<file path="config.mk">
export PLATFORM = sky130hd
export DESIGN_NAME = instr_class_profiler
export DESIGN_NICKNAME = d
export VERILOG_FILES = /design/src/rtl/profiler_pkg.sv /design/src/rtl/instr_classifier.sv /design/src/rtl/instr_class_profiler.sv
export SDC_FILE = /design/constraint.sdc
export NUM_CORES = 2
export LEC_CHECK = 0
export CAP_MARGIN = 20
export CORE_MARGIN = 1
export CORE_UTILIZATION = 35
export CTS_BUF_LIST = sky130_fd_sc_hd__clkbuf_4
export DETAILED_ROUTE_END_ITERATION = 10
export SLEW_MARGIN = 40
export SYNTH_ARGS = -nofsm -noshare
export SYNTH_HDL_FRONTEND = slang
export SYNTH_SLANG_ARGS = --single-unit
</file>
<file path="constraint.sdc">
create_clock -name clk -period 6 [get_ports clk]
set_input_delay 0.9 -clock clk [delete_from_list [all_inputs] [get_ports clk]]
set_output_delay 0.9 -clock clk [all_outputs]
set_load 0.05 [all_outputs]
</file>
<file path="src/rtl/profiler_pkg.sv">
// profiler_pkg
//   Shared definitions for the instruction-class profiler: class encoding,
//   class count, RV32 opcode/funct constants and the ALU funct3 -> class map.
package profiler_pkg;

    localparam int NUM_CLASSES = 11;
    localparam int CLS_W       = 4;

    typedef enum logic [CLS_W-1:0] {
        CLS_LOAD    = 4'd0,
        CLS_STORE   = 4'd1,
        CLS_ADD     = 4'd2,
        CLS_BITWISE = 4'd3,
        CLS_SHIFT   = 4'd4,
        CLS_COMPARE = 4'd5,
        CLS_BRANCH  = 4'd6,
        CLS_JUMP    = 4'd7,
        CLS_SYSTEM  = 4'd8,
        CLS_ATOMIC  = 4'd9,
        CLS_OTHER   = 4'd10
    } instr_class_e;

    // Major opcodes
    localparam logic [6:0] OPC_LOAD   = 7'b0000011;
    localparam logic [6:0] OPC_STORE  = 7'b0100011;
    localparam logic [6:0] OPC_BRANCH = 7'b1100011;
    localparam logic [6:0] OPC_JAL    = 7'b1101111;
    localparam logic [6:0] OPC_JALR   = 7'b1100111;
    localparam logic [6:0] OPC_SYSTEM = 7'b1110011;
    localparam logic [6:0] OPC_AMO    = 7'b0101111;
    localparam logic [6:0] OPC_OP_IMM = 7'b0010011;
    localparam logic [6:0] OPC_OP     = 7'b0110011;

    // funct7 values that keep a register-register op in the base integer set
    localparam logic [6:0] F7_BASE = 7'b0000000;
    localparam logic [6:0] F7_ALT  = 7'b0100000;

    // ALU funct3 values
    localparam logic [2:0] F3_ADD  = 3'b000;
    localparam logic [2:0] F3_SLL  = 3'b001;
    localparam logic [2:0] F3_SLT  = 3'b010;
    localparam logic [2:0] F3_SLTU = 3'b011;
    localparam logic [2:0] F3_XOR  = 3'b100;
    localparam logic [2:0] F3_SR   = 3'b101;
    localparam logic [2:0] F3_OR   = 3'b110;
    localparam logic [2:0] F3_AND  = 3'b111;

    function automatic instr_class_e alu_class(input logic [2:0] f3);
        instr_class_e c;
        case (f3)
            F3_ADD:                 c = CLS_ADD;
            F3_XOR, F3_OR, F3_AND:  c = CLS_BITWISE;
            F3_SLL, F3_SR:          c = CLS_SHIFT;
            F3_SLT, F3_SLTU:        c = CLS_COMPARE;
            default:                c = CLS_OTHER;
        endcase
        return c;
    endfunction

endpackage

</file>
<file path="src/rtl/instr_classifier.sv">
// instr_classifier
//   Combinational decode of one 32-bit instruction into a profiler class.
//   Ports:
//     instr_i : instruction word
//     cls_o   : class index (profiler_pkg::instr_class_e encoding)
module instr_classifier
    import profiler_pkg::*;
(
    input  logic [31:0]      instr_i,
    output logic [CLS_W-1:0] cls_o
);

    logic [6:0]   opcode;
    logic [2:0]   funct3;
    logic [6:0]   funct7;
    instr_class_e cls;

    assign opcode = instr_i[6:0];
    assign funct3 = instr_i[14:12];
    assign funct7 = instr_i[31:25];

    // Register/immediate fields do not affect the class.
    logic unused_fields;
    assign unused_fields = ^{instr_i[24:15], instr_i[11:7]};

    always_comb begin
        cls = CLS_OTHER;
        case (opcode)
            OPC_LOAD:          cls = CLS_LOAD;
            OPC_STORE:         cls = CLS_STORE;
            OPC_BRANCH:        cls = CLS_BRANCH;
            OPC_JAL, OPC_JALR: cls = CLS_JUMP;
            OPC_SYSTEM:        cls = CLS_SYSTEM;
            OPC_AMO:           cls = CLS_ATOMIC;
            OPC_OP_IMM:        cls = alu_class(funct3);
            // M-extension (funct7 0000001) and anything else stays OTHER
            OPC_OP:            if (funct7 == F7_BASE || funct7 == F7_ALT)
                                   cls = alu_class(funct3);
            default:           cls = CLS_OTHER;
        endcase
    end

    assign cls_o = cls;

endmodule

</file>
<file path="src/rtl/instr_class_profiler.sv">
// instr_class_profiler
//   Counts retired instructions per class across LANES retire lanes, with a
//   shadow bank for coherent snapshot reads.
//   Ports:
//     clk, rst      : clock, synchronous active-high reset
//     enable        : count enable (low = counters hold)
//     clear         : zero live counters and overflow flags
//     instr         : LANES x 32-bit instructions, lane i at [32i+31:32i]
//     instr_valid   : per-lane retire strobe
//     snap_req      : copy live counters into shadow bank
//     rd_en/rd_addr : shadow read request / class index
//     rd_data       : shadow value, qualified by rd_valid one cycle later
//     ovf           : sticky per-class overflow flags
module instr_class_profiler
    import profiler_pkg::*;
#(
    parameter int LANES    = 2,
    parameter int CNT_W    = 32,
    parameter int SATURATE = 1
) (
    input  logic                   clk,
    input  logic                   rst,
    input  logic                   enable,
    input  logic                   clear,
    input  logic [LANES*32-1:0]    instr,
    input  logic [LANES-1:0]       instr_valid,
    input  logic                   snap_req,
    input  logic                   rd_en,
    input  logic [3:0]             rd_addr,
    output logic [CNT_W-1:0]       rd_data,
    output logic                   rd_valid,
    output logic [NUM_CLASSES-1:0] ovf
);

    logic [LANES-1:0][CLS_W-1:0] lane_cls;

    for (genvar l = 0; l < LANES; l++) begin : g_lane
        instr_classifier u_cls (
            .instr_i (instr[32*l +: 32]),
            .cls_o   (lane_cls[l])
        );
    end

    logic [NUM_CLASSES-1:0][CNT_W-1:0] cnt_q, cnt_d;
    logic [NUM_CLASSES-1:0][CNT_W-1:0] shadow_q, shadow_d;
    logic [NUM_CLASSES-1:0]            ovf_q, ovf_d;
    logic [CNT_W-1:0]                  rd_data_q, rd_data_d;
    logic                              rd_valid_q;

    // Per-class increment: number of valid lanes of that class (0..4).
    logic [NUM_CLASSES-1:0][2:0]       inc;
    // One extra bit so the carry-out flags overflow for both modes.
    logic [NUM_CLASSES-1:0][CNT_W:0]   sum;

    always_comb begin
        inc = '0;
        for (int c = 0; c < NUM_CLASSES; c++) begin
            for (int l = 0; l < LANES; l++) begin
                if (instr_valid[l] && lane_cls[l] == CLS_W'(c))
                    inc[c] = inc[c] + 3'd1;
            end
        end
    end

    always_comb begin
        cnt_d = cnt_q;
        ovf_d = ovf_q;
        sum   = '0;
        for (int c = 0; c < NUM_CLASSES; c++) begin
            sum[c] = {1'b0, cnt_q[c]} + (CNT_W+1)'(inc[c]);
            if (clear) begin
                cnt_d[c] = '0;
                ovf_d[c] = 1'b0;
            end else if (enable) begin
                if (SATURATE != 0 && sum[c][CNT_W])
                    cnt_d[c] = '1;
                else
                    cnt_d[c] = sum[c][CNT_W-1:0];
                ovf_d[c] = ovf_q[c] | sum[c][CNT_W];
            end
        end
    end

    // Snapshot takes the pre-update (and pre-clear) live values.
    assign shadow_d = snap_req ? cnt_q : shadow_q;

    // Read uses the registered shadow, so a same-cycle snap is not visible.
    always_comb begin
        rd_data_d = '0;
        for (int c = 0; c < NUM_CLASSES; c++) begin
            if (rd_addr == 4'(c))
                rd_data_d = shadow_q[c];
        end
    end

    always_ff @(posedge clk) begin
        if (rst) begin
            cnt_q      <= '0;
            shadow_q   <= '0;
            ovf_q      <= '0;
            rd_data_q  <= '0;
            rd_valid_q <= 1'b0;
        end else begin
            cnt_q      <= cnt_d;
            shadow_q   <= shadow_d;
            ovf_q      <= ovf_d;
            rd_valid_q <= rd_en;
            if (rd_en)
                rd_data_q <= rd_data_d;
        end
    end

    assign rd_data  = rd_data_q;
    assign rd_valid = rd_valid_q;
    assign ovf      = ovf_q;

endmodule

</file>
# After elaboration in Yosys (flattened, before gate mapping)
# Memory sizes are Yosys's and may differ from the RTL's.
# Index checks and enable logic that the tools add are counted.
[word_totals] ff_bits=748 romBits=96 memories=4
[classes] add_sub_neg=22 n_eq_ne=50 mux=48 n_bitwise=11 n_reduce_logical=32
[memory_table] name="(no name shown)" depth=8 width=3 read_ports=1 rd_ports_with_merged_regs=0 write_ports=0 line_no="profiler_pkg.sv:50" text="case (f3)"
[memory_table] name="(no name shown)" depth=8 width=3 read_ports=1 rd_ports_with_merged_regs=0 write_ports=0 line_no="profiler_pkg.sv:50"
[memory_table] name="(no name shown)" depth=8 width=3 read_ports=1 rd_ports_with_merged_regs=0 write_ports=0 line_no="profiler_pkg.sv:50"
[memory_table] name="(no name shown)" depth=8 width=3 read_ports=1 rd_ports_with_merged_regs=0 write_ports=0 line_no="profiler_pkg.sv:50"
[ops] op="32-bit two-way mux" count=22
[ops] op="32-bit by 3-bit adder with 33-bit output" count=11
[ops] op="4-bit case mux with 8 select lines" count=2
[ops] op="7-bit by 6-bit == test with 1-bit output (second input constant)" count=8
[ops] op="7-bit == test (second input constant)" count=8
[ops] op="4-bit by 3-bit == test with 1-bit output (second input constant)" count=12
[ops] op="4-bit == test (second input constant)" count=9
[ops] op="3-bit by 1-bit adder with 3-bit output (second input constant)" count=11
[ops] op="3-bit two-way mux" count=11
[ops] op="4-bit by 2-bit == test with 1-bit output (second input constant)" count=6
[ops] op="1-bit logical AND" count=22
[ops] op="7-bit by 2-bit == test with 1-bit output (second input constant)" count=2
[ops] op="7-bit by 5-bit == test with 1-bit output (second input constant)" count=2
[ops] op="7-bit logical NOT" count=2
[ops] op="4-bit by 1-bit == test with 1-bit output (second input constant)" count=3
[ops] op="4-bit logical NOT" count=3
[ops] op="1-bit two-way mux" count=11
[ops] op="1-bit bitwise OR" count=11
[ops] op="4-bit two-way mux" count=2
[ops] op="2-bit OR reduction" count=3
[ops] op="1-bit logical OR" count=2

# Longest topological paths before layout
[depth] word_depth=12 mapped_depth=16 mapped_depth_nobuf=14

# Modules after synthesis
# A second synthesis with hierarchy kept.
[unflattened] hier_cells=3884 area_unflattened_um2=34630.7
[by_module_without_submodules] mod="instr_class_profiler" instances=1 cells_per_inst=3822 area_each_um2=34227.8 seq_area_each_um2=14974.4
[by_module_without_submodules] mod="instr_classifier" instances=2 cells_per_inst=31 area_each_um2=201.4 seq_area_each_um2=0.0

# Worst setup path before layout
# Ideal clock, no wire load.
[synth_timing] path_kind="input to register" from="input instr[26]" to="register cnt_q[62] (netlist bit)" setup_time_ns=0.116 arrival_ns=4.764 required_ns=5.884 slack_ns=1.120 stages=15 cell_sequence="or4_1 o31a_1 o32a_1 nand3b_1 nor2_1 ha_1 ha_1 inv_1 fa_1 and3b_4 nand4_4 or4_1 clkbuf_2 or4_1 o211a_1"
[synth_via] elab_chain_len=11 elab_cells_between_ends=12
[synth_lines] item="start, declared" line_no="instr_class_profiler.sv:25" text="input logic [LANES*32-1:0] instr,"
[synth_lines] item="7-bit by 6-bit == test with 1-bit output / 7-bit logical NOT (equally long branches)" line_no="instr_classifier.sv:37" text="OPC_OP: if (funct7 == F7_BASE || funct7 == F7_ALT)"
[synth_lines] item="1-bit logical OR (*)" line_no="instr_classifier.sv:37"
[synth_lines] item="4-bit two-way mux (*)" line_no="instr_classifier.sv:37"
[synth_lines] item="4-bit case mux with 8 select lines (*)" line_no="instr_classifier.sv:28" text="case (opcode)"
[synth_lines] item="4-bit by 1-bit == test with 1-bit output (*)" line_no="instr_class_profiler.sv:59" text="if (instr_valid[l] && lane_cls[l] == CLS_W'(c))"
[synth_lines] item="1-bit logical AND (*)" line_no="instr_class_profiler.sv:59"
[synth_lines] item="1-bit two-way mux (*)" line_no="instr_class_profiler.sv:59"
[synth_lines] item="3-bit by 1-bit adder with 3-bit output" line_no="instr_class_profiler.sv:60" text="inc[c] = inc[c] + 3'd1;"
[synth_lines] item="3-bit two-way mux (*)" line_no="instr_class_profiler.sv:59"
[synth_lines] item="32-bit by 3-bit adder with 33-bit output (*)" line_no="instr_class_profiler.sv:70" text="sum[c] = {1'b0, cnt_q[c]} + (CNT_W+1)'(inc[c]);"
[synth_lines] item="32-bit two-way mux (*)" line_no="instr_class_profiler.sv:75" text="if (SATURATE != 0 && sum[c][CNT_W])"
[synth_lines] item="end signal, assigned" line_no="instr_class_profiler.sv:104" text="cnt_q <= cnt_d;"
[synth_lines] item="end, declared" line_no="instr_class_profiler.sv:44" text="logic [NUM_CLASSES-1:0][CNT_W-1:0] cnt_q, cnt_d;"
# Every way passes the cells marked *; elsewhere a longest branch is shown, timed or not.
# A chain may end at the register's enable or synchronous reset.

# Worst setup path after layout
[layout_timing] from="input instr[58]" to="register cnt_q[62] (netlist bit)"
[layout_via] elab_chain_len=9 elab_cells_between_ends=10
[layout_lines] item="7-bit by 6-bit == test with 1-bit output / 7-bit logical NOT (equally long branches)" line_no="instr_classifier.sv:37"
[layout_lines] item="1-bit logical OR (*)" line_no="instr_classifier.sv:37"
[layout_lines] item="4-bit two-way mux (*)" line_no="instr_classifier.sv:37"
[layout_lines] item="4-bit case mux with 8 select lines (*)" line_no="instr_classifier.sv:28"
[layout_lines] item="4-bit by 1-bit == test with 1-bit output (*)" line_no="instr_class_profiler.sv:59"
[layout_lines] item="1-bit logical AND (*)" line_no="instr_class_profiler.sv:59"
[layout_lines] item="3-bit two-way mux (*)" line_no="instr_class_profiler.sv:59"
[layout_lines] item="32-bit by 3-bit adder with 33-bit output (*)" line_no="instr_class_profiler.sv:70"
[layout_lines] item="32-bit two-way mux (*)" line_no="instr_class_profiler.sv:75"
# Marks and branches as above.

==> impl_metrics.yaml <==
flow_run:
  drv_cap: 0
placement:
  dpl_cell_area_sq_mm: 0.0366
  gp_congestion: 0.891
  dpl.cell_count: 5071
  place_hpwl_um: 71400
  portBuffers: 87
routing:
  wl_met3_um: 6440
  dr.pass1.iters: 10
  drc: 12
  wirelength_um: 103000
  routedWlPerCell_um: 19.0
  vias: 28949
  vias_per_cell: 5.35
  ant_nets: 0
  wl_met1_um: 49600
  top_layer: "met5"
  met2_length_um: 44700
  detail_route.iter0.violations: 2571
sta:
  hold_violations: 0
  worst_slew_margin_rel_pct: 35.2
  rsz0062_at_grt: "no"
  worst-slew-pin-transition_ns: 0.964
  worst_hold_slack_ns: 0.266
  fin_crit_sh_pct: 79.8
  fin_setup_tns_ns: 0
  clock_skew_ns: 0.0689
  drv_slew: 0
  fin_crit_ns: 4.79
  fmax_mhz: 209
  setup_viol: 0
cells_and_area:
  final_common_cell: "dfxtp_1"
  final_nets: 4109
  n_fill_cell: 9840
  multi_input_area_sq_mm: 0.0182
  drive_gt1_share_pct: 10.9
  mostFrequentLayoutCells: "748 x dfxtp_1, 571 x nor2_1, 378 x mux2i_1, 364 x a21oi_1, 273 x clkbuf_4"
  syn2layout_area_growth_pct: 13.5
  seq_area_sq_mm: 0.0150
  stdcell_count: 5415
  postLayoutCellArea_sq_mm: 0.0391
setup_path:
  cpMostUsedCell: "or4_1"
  criticalPathCategory: "in2reg"
  reg2reg_from: "cnt_q[256]$_SDFFE_PP0P_"
  reg2reg_to: "cnt_q[270]$_SDFFE_PP0P_"
  critPathCapture: "cnt_q[62]$_SDFFE_PP0P_"
  worstPathRequired_ns: 6.94
  crit_path_end_kind: "flip-flop"
  critPathLaunch: "instr[58]"
  reg2regPathDepth: 9
  cp-start-kind: "input pin"
  cp_cell_sequence: "clkdlybuf4s50_1 -> or4_1 -> o31ai_2 -> a31oi_1 -> nand3b_1 -> nor3_1 -> ha_1 -> ha_1 -> inv_1 -> fa_1 -> and3b_4 -> nand4_4 -> or4_1 -> or4_1 -> o211a_1"
  slowest_delay_ns: 0.60
  ff2ff_setup_slack_ns: 3.08
  slowest_stage: "or4_1"
  crit_arrival_ns: 5.72
  crit_fanout: 5
clocking:
  hold_buffers: 0
  cts_buffer_depth: 3
  clock_latency_ns: 1.08
  root_buffer: "clkbuf_4"
  cts_tree: "done"
  cts_max_level: 4
  cts_inserted_buffers: 191
  clock_sinks: 748
  postCtsSetupBuffers: 0
  cts-resized-gates: 0
  clk_pin_slew_ns: 0.06
yosys:
  synth-compound-area-share_pct: 12.5
  seq_area_frac_synth_pct: 43.5
  syn-mean-instance-area_sq_um: 8.84
  synth.area.mux_share_pct: 11.7
  yosys_warnings: 0
  synth_ff_type: "dfxtp_1"
  syn_inst: 3894
  synth_xor_area_share_pct: 6.41
  synth_fa_ha_area_share_pct: 1.84
  synth-simple-area-share_pct: 20.2
  syn_area_sq_mm: 0.0344
  synth_edf_count: 0
  syn-num-nets: 4014
  synth_top_family_by_area: "simple AND/OR/NAND/NOR gates"
  ys_ff_latch: 748
  synthArstFlopShare_pct: 0
  synthDistinctLibCells: 81
run_status:
  status: "finished with violations"
  violations: "design-rule violations"
floorplan:
  initial_core_util_pct: 35.5
  dieArea_sq_mm: 0.0996
  fp.coreArea_sq_mm: 0.0971
  die_width_um: 316
  placementRows: 114
  ioPinCount: 120
  fp.dieH_um: 316
power:
  leakagePower_nw: 14.4
  ir_worst_vdd_mv: 0.147
  power_density_mw_per_mm2: 258
global_routing:
  grt.total_usage_pct: 20.3
  grt_max_degree: 173
  antenna_found_initial: 7
  overflow: 0
  grt_pass1_vias: 26458
  grt_pass1_wl_um: 158000
min_path:
  hold_class: "in2reg"
## metrics by stage
step / power, mW / worst slack (ns) / util [%]
2_1_floorplan: 5.52 / 1.12 / -
3_3_place_gp: 5.77 / 0.221 / 37.6
3_5_place_dp: 5.78 / 0.216 / 37.7
4_1_cts: 10.2 / 1.37 / 40.2
5_1_grt: 10.5 / 1.07 / 40.2
6_report: 10.1 / 1.21 / 40.2
## cells by family after synthesis
family                   Yosys count
AO/OA/AOI/OAI                    715
XOR/XNOR                         252
adder cells (fa/ha/maj)           44
buffers and inverters            346
flip-flops                       748
multiplexers                     390
AND/OR/NAND/NOR                 1399
## cells in the mapped netlist, types with 30 or more instances
cell | number | area, sq um
and3_1 | 56 | 350
clkbuf_1 | 193 | 724
inv_1 | 88 | 330
nand4_1 | 102 | 638
nor2b_1 | 33 | 206
dfxtp_1 | 748 | 15000
xnor2_1 | 118 | 1030
buf_1 | 45 | 169
and4_1 | 42 | 368
o21ai_0 | 67 | 335
xor2_1 | 134 | 1170
nor3_1 | 84 | 420
nor2_1 | 574 | 2150
a31oi_1 | 47 | 294
a21oi_1 | 364 | 1820
a311oi_1 | 30 | 263
nand3_1 | 123 | 616
nor4_1 | 57 | 357
ha_1 | 33 | 413
o22ai_1 | 46 | 288
nand2_1 | 181 | 679
a211oi_1 | 37 | 278
mux2i_1 | 378 | 3780
o211ai_1 | 34 | 255
## report_power, final
part	total [mW]	switching [mW]	internal [mW]
clock network	4.40	2.14	2.26
logic	0.663	0.460	0.204
registers	5.01	0.0248	4.99
## worst min path at each step
stage,startpoint,to,cells past startpoint
final,rst,shadow_q[273]$_SDFFE_PP0P_,2
after CTS,rst,shadow_q[299]$_SDFFE_PP0P_,2
after detailed placement,ovf[6]$_SDFFE_PP0P_,ovf[6]$_SDFFE_PP0P_,2
after floorplan,shadow_q[16]$_SDFFE_PP0P_,shadow_q[16]$_SDFFE_PP0P_,2
after global routing,rst,shadow_q[335]$_SDFFE_PP0P_,2
after global placement,ovf[2]$_SDFFE_PP0P_,ovf[2]$_SDFFE_PP0P_,2
## critical path: cells and delay by family
kind	cells	cell delay, ns
compound gates	3	0.67
fa+ha+maj	3	1.02
buf+inv	2	0.45
simple gates	7	2.67
## metal layers
layer  vias up  track usage (%)
met5         -                0
met4         4             6.71
met3       147             4.26
met2       754             30.0
met1     13860             29.2
li1      14184                -
## final cells by class
type	instances	share of cell area, %
flip-flops and latches	748	38.3
clock inverters	61	0.915
inverters	88	0.845
clock buffers	273	5.24
well taps	1276	4.08
multi-input cells	2800	46.7
diodes	9	0.0576
repair buffers	160	3.90
## sequential cells by signal, summed over array words and instances (netlist names)
register / count
cnt_q: 352
ovf: 11
rd_valid: 1
rd_data: 32
shadow_q: 352
No activity file was read; power rests on OpenSTA's default activity.
